File: src/rtl/rf_write_arbiter.sv
// Two-port register-file write arbiter: mem has fixed priority, ex is boosted
// after STARVE_LIMIT lost cycles. One-cycle registered output stage.
module rf_write_arbiter #(
   parameter int STARVE_LIMIT = 4
) (
   input  logic        clk,
   input  logic        rst,
   input  logic        stall,
   input  logic        ex_valid,
   input  logic [4:0]  ex_addr,
   input  logic [31:0] ex_data,
   output logic        ex_ready,
   input  logic        mem_valid,
   input  logic [4:0]  mem_addr,
   input  logic [31:0] mem_data,
   output logic        mem_ready,
   output logic        rf_we,
   output logic [4:0]  rf_addr,
   output logic [31:0] rf_wdata,
   output logic [15:0] wr_count
);

   localparam logic [3:0] LIMIT = 4'(STARVE_LIMIT);

   logic [3:0]  starve_cnt;
   logic        allow;
   logic        ex_win;
   logic        accept;
   logic [4:0]  sel_addr;
   logic [31:0] sel_data;

   // ex wins when it is alone or has lost LIMIT times in a row
   always_comb begin
      allow     = !rst && !stall;
      ex_win    = ex_valid && (!mem_valid || starve_cnt == LIMIT);
      ex_ready  = allow && ex_win;
      mem_ready = allow && mem_valid && !ex_win;
      accept    = ex_ready || mem_ready;
      sel_addr  = ex_ready ? ex_addr : mem_addr;
      sel_data  = ex_ready ? ex_data : mem_data;
   end

   always_ff @(posedge clk) begin
      if (rst) begin
         starve_cnt <= '0;
      end else if (ex_ready) begin
         starve_cnt <= '0;
      end else if (ex_valid && !stall && starve_cnt != 4'hF) begin
         starve_cnt <= starve_cnt + 4'd1;
      end
   end

   // x0 writes are consumed but never reach the register file
   always_ff @(posedge clk) begin
      if (rst) begin
         rf_we    <= 1'b0;
         rf_addr  <= '0;
         rf_wdata <= '0;
      end else begin
         rf_we <= accept && (sel_addr != 5'd0);
         if (accept) begin
            rf_addr  <= sel_addr;
            rf_wdata <= sel_data;
         end
      end
   end

   always_ff @(posedge clk) begin
      if (rst) begin
         wr_count <= '0;
      end else if (rf_we && wr_count != 16'hFFFF) begin
         wr_count <= wr_count + 16'd1;
      end
   end

endmodule

File: config.mk
export PLATFORM = sky130hd
export DESIGN_NAME = rf_write_arbiter
export DESIGN_NICKNAME = d
export VERILOG_FILES = /design/src/rtl/rf_write_arbiter.sv
export SDC_FILE = /design/constraint.sdc
export NUM_CORES = 1
export LEC_CHECK = 0
export CAP_MARGIN = 20
export CELL_PAD_IN_SITES_DETAIL_PLACEMENT = 2
export CELL_PAD_IN_SITES_GLOBAL_PLACEMENT = 2
export CORE_AREA = 2 2 114 116
export DETAILED_ROUTE_END_ITERATION = 8
export DIE_AREA = 0 0 116 118
export GPL_TIMING_DRIVEN = 0
export PLACE_DENSITY_LB_ADDON = 0.1
export SETUP_SLACK_MARGIN = 0.3
export SYNTH_ARGS = -nofsm -noshare
export SYNTH_HDL_FRONTEND = slang
export SYNTH_SLANG_ARGS = --single-unit
File: constraint.sdc
create_clock -name clk -period 5.3 [get_ports clk]
set_input_delay 1.06 -clock clk [delete_from_list [all_inputs] [get_ports clk]]
set_output_delay 1.06 -clock clk [all_outputs]
set_load 0.02 [all_outputs]
==> impl_metrics.ini <==
[timing]
fmax_mhz = 244
fin_crit_ns = 4.10
hold_ws_ns = 0.495
rsz0062_at_grt = false
setup-violations-final = 0
skew_ns = 0.00493
fin_crit_sh_pct = 77.4
fin_setup_tns_ns = 0
tightestPinTransition_ns = 0.638
report.final.hold_viol_count = 0
slew_violations = 0
relSlewSlack_pct = 57.5

[cts]
clockRootBuffer = clkbuf_16
clock-sinks = 58
cts_made_buffers = 9
ctsHtreeMaxLevel = 3
insertion_delay_ns = 0.32
cts_resized = 0
cts_tree = built
clkTransAtPathRegs_ns = 0.05
post_cts_buffers = 0
holdBufCountCts = 0
ctsLongestPathBuffers = 2

[worst_hold_path]
holdPathEnd = rf_wdata[6]
hold_class = reg -> reg
holdPathStages = 2
hold_start = rf_wdata[6]

[finish]
area.growth.synth_to_final_pct = 66.1
fin_nets = 570
drive_above_1_share_pct = 7.52
final_util_pct = 37.5
num-fill-cells = 1428
diodes = 0

[synthesis]
netlist_area_um2 = 2800
yosysSeqAreaShare_pct = 41.4
synth_nets = 426
post_synth.cell_area_avg_um2 = 8.14
synth_flop_cell = dfxtp_1
synthTopCellsByCount = nor3_1 (71), dfxtp_1 (58), nor2_1 (49), nor4_1 (35)
synthCells = 344
yosysTopAreaCellShare_pct = 41.4
synth-edff-count = 0
yosysWarningCount = 0
synth_area_leaders = dfxtp_1 (41%), nor3_1 (13%), nor4_1 (7.8%)
synth_seq_cells = 58
synth.distinct_cells = 46
yosysMostFrequentCell = nor3_1
synth_top_area_cell = dfxtp_1
postSynth.asyncResetShare_pct = 0

[flow_run]
cap_violations = 0

[setup_path]
cp_common_cell = clkdlybuf4s50_1
critical_path.max_fanout = 10
r2r_slack_ns = 3.28
cpPeakStageDelay_ns = 0.63
end_kind = primary output
ff2ff_path_depth = 5
r2r_end = wr_count[14]
worstPathArrival_ns = 3.04
path_class = in -> out
rr_startpoint = wr_count[0]
crit_slowest_cell = clkdlybuf4s50_1
cp-start-kind = input port
critPathRequiredTime_ns = 4.24
path_cells = clkdlybuf4s50_1 > inv_1 > o21ai_1 > buf_2 > and3_1 > clkdlybuf4s50_1

[route]
post_drt_via_cell_ratio = 4.89
wl_met1_um = 4750
post-route-drc-count = 0
drt_first_pass_iters = 4
drt-initial-drc-count = 71
routed.top_layer = met4
drt-total-wl_um = 11900
post_drt_wl_per_cell_um = 17.9
dr_wl_met3_um = 875
ant_nets = 0
vias = 3245
wl_met2_um = 6180

[die]
die-area_um2 = 13700
die_w_um = 116
core_um2 = 12400
fp.dieH_um = 118
io_pins = 135
initial_core_util_pct = 22.6
rows = 41

[power_and_ir_drop]
peakVddDrop_uv = 143
power_density_nw_per_um2 = 275
leakage_nw = 1.64

[placed_design]
globalplace.congestion = 0.731
numPortBuffers = 133
dp_hpwl_um = 9050

[global_route]
grt_pass1_wl_um = 19100
grt_max_degree = 11
overflow = 0
grt_usage_pct = 18.0
grt_pass1_vias = 3537
antenna_found_initial = 0

[status]
outcome = finished clean
## logic make-up after synthesis
logic type,share of synthesized area [%]
muxes,3.35
DFF,41.4
buffers and inverters,4.82
xor gates and xnor gates,0.625
AOI/OAI and AO/OA,7.64
and+or+nand+nor,40.8
adders and majority gates,1.34
## metrics by stage
stage	total power [mW]	cells	instance area, um^2	worst slack (ns)
floorplan	0.565	344	2800	2.35
global placement	0.689	649	4350	1.19
detailed placement	0.694	649	4350	1.16
CTS	1.31	664	4650	1.16
global route	1.34	664	4650	1.03
finish	1.28	664	4650	1.20
## area by class of cell
cell class	count	area (um^2)	share of cell area, %
repair buffers	133	1330	28.6
flip-flops and latches	58	1160	25.0
clock inverters	2	35.0	0.753
inverters	6	22.5	0.484
well taps	172	215	4.62
multi-input cells	255	1510	32.3
clock buffers	13	270	5.81
plain buffers	25	113	2.42
## report_power, final
group / switching (mW) / internal [mW] / total (mW)
Sequential: 0.0125 / 0.457 / 0.469
Combinational: 0.103 / 0.110 / 0.213
Clock: 0.199 / 0.399 / 0.598
## critical path, delay by kind of cell
kind / cells / cell delay, ns
simple gates: 1 / 0.18
compound gates: 1 / 0.26
buf+inv: 4 / 1.54
## sequential cells by signal, indices dropped and copies added (netlist names)
| name | flops |
|---|---|
| rf_we | 1 |
| rf_addr | 5 |
| wr_count | 16 |
| rf_wdata | 32 |
| starve_cnt | 4 |
## per-layer routing
metal	GRT usage (%)	vias to the layer above
met5	0	-
met4	4.32	0
met3	6.75	10
met2	32.1	85
met1	20.0	1595
li1	-	1555
## how the worst max path moves through the flow
stage / startpoint / end / slack [ns]
floorplan: mem_valid / ex_ready / 2.35
global placement: mem_valid / mem_ready / 1.19
detailed placement: rst / ex_ready / 1.16
CTS: rst / ex_ready / 1.16
global route: mem_valid / mem_ready / 1.03
finish: mem_valid / mem_ready / 1.20
## cell usage in the layout (no fill, tap or decap), types with 7 or more instances in the layout
master	Yosys	routed
clkdlybuf4s50_1	0	133
nor3_1	71	71
dfxtp_1	58	58
nor2_1	49	49
nor4_1	35	35
clkbuf_1	12	13
buf_2	12	12
a21oi_1	11	11
nand3_1	9	9
clkbuf_16	0	9
nand2_1	7	7
Power figures use the tool's default switching activity.
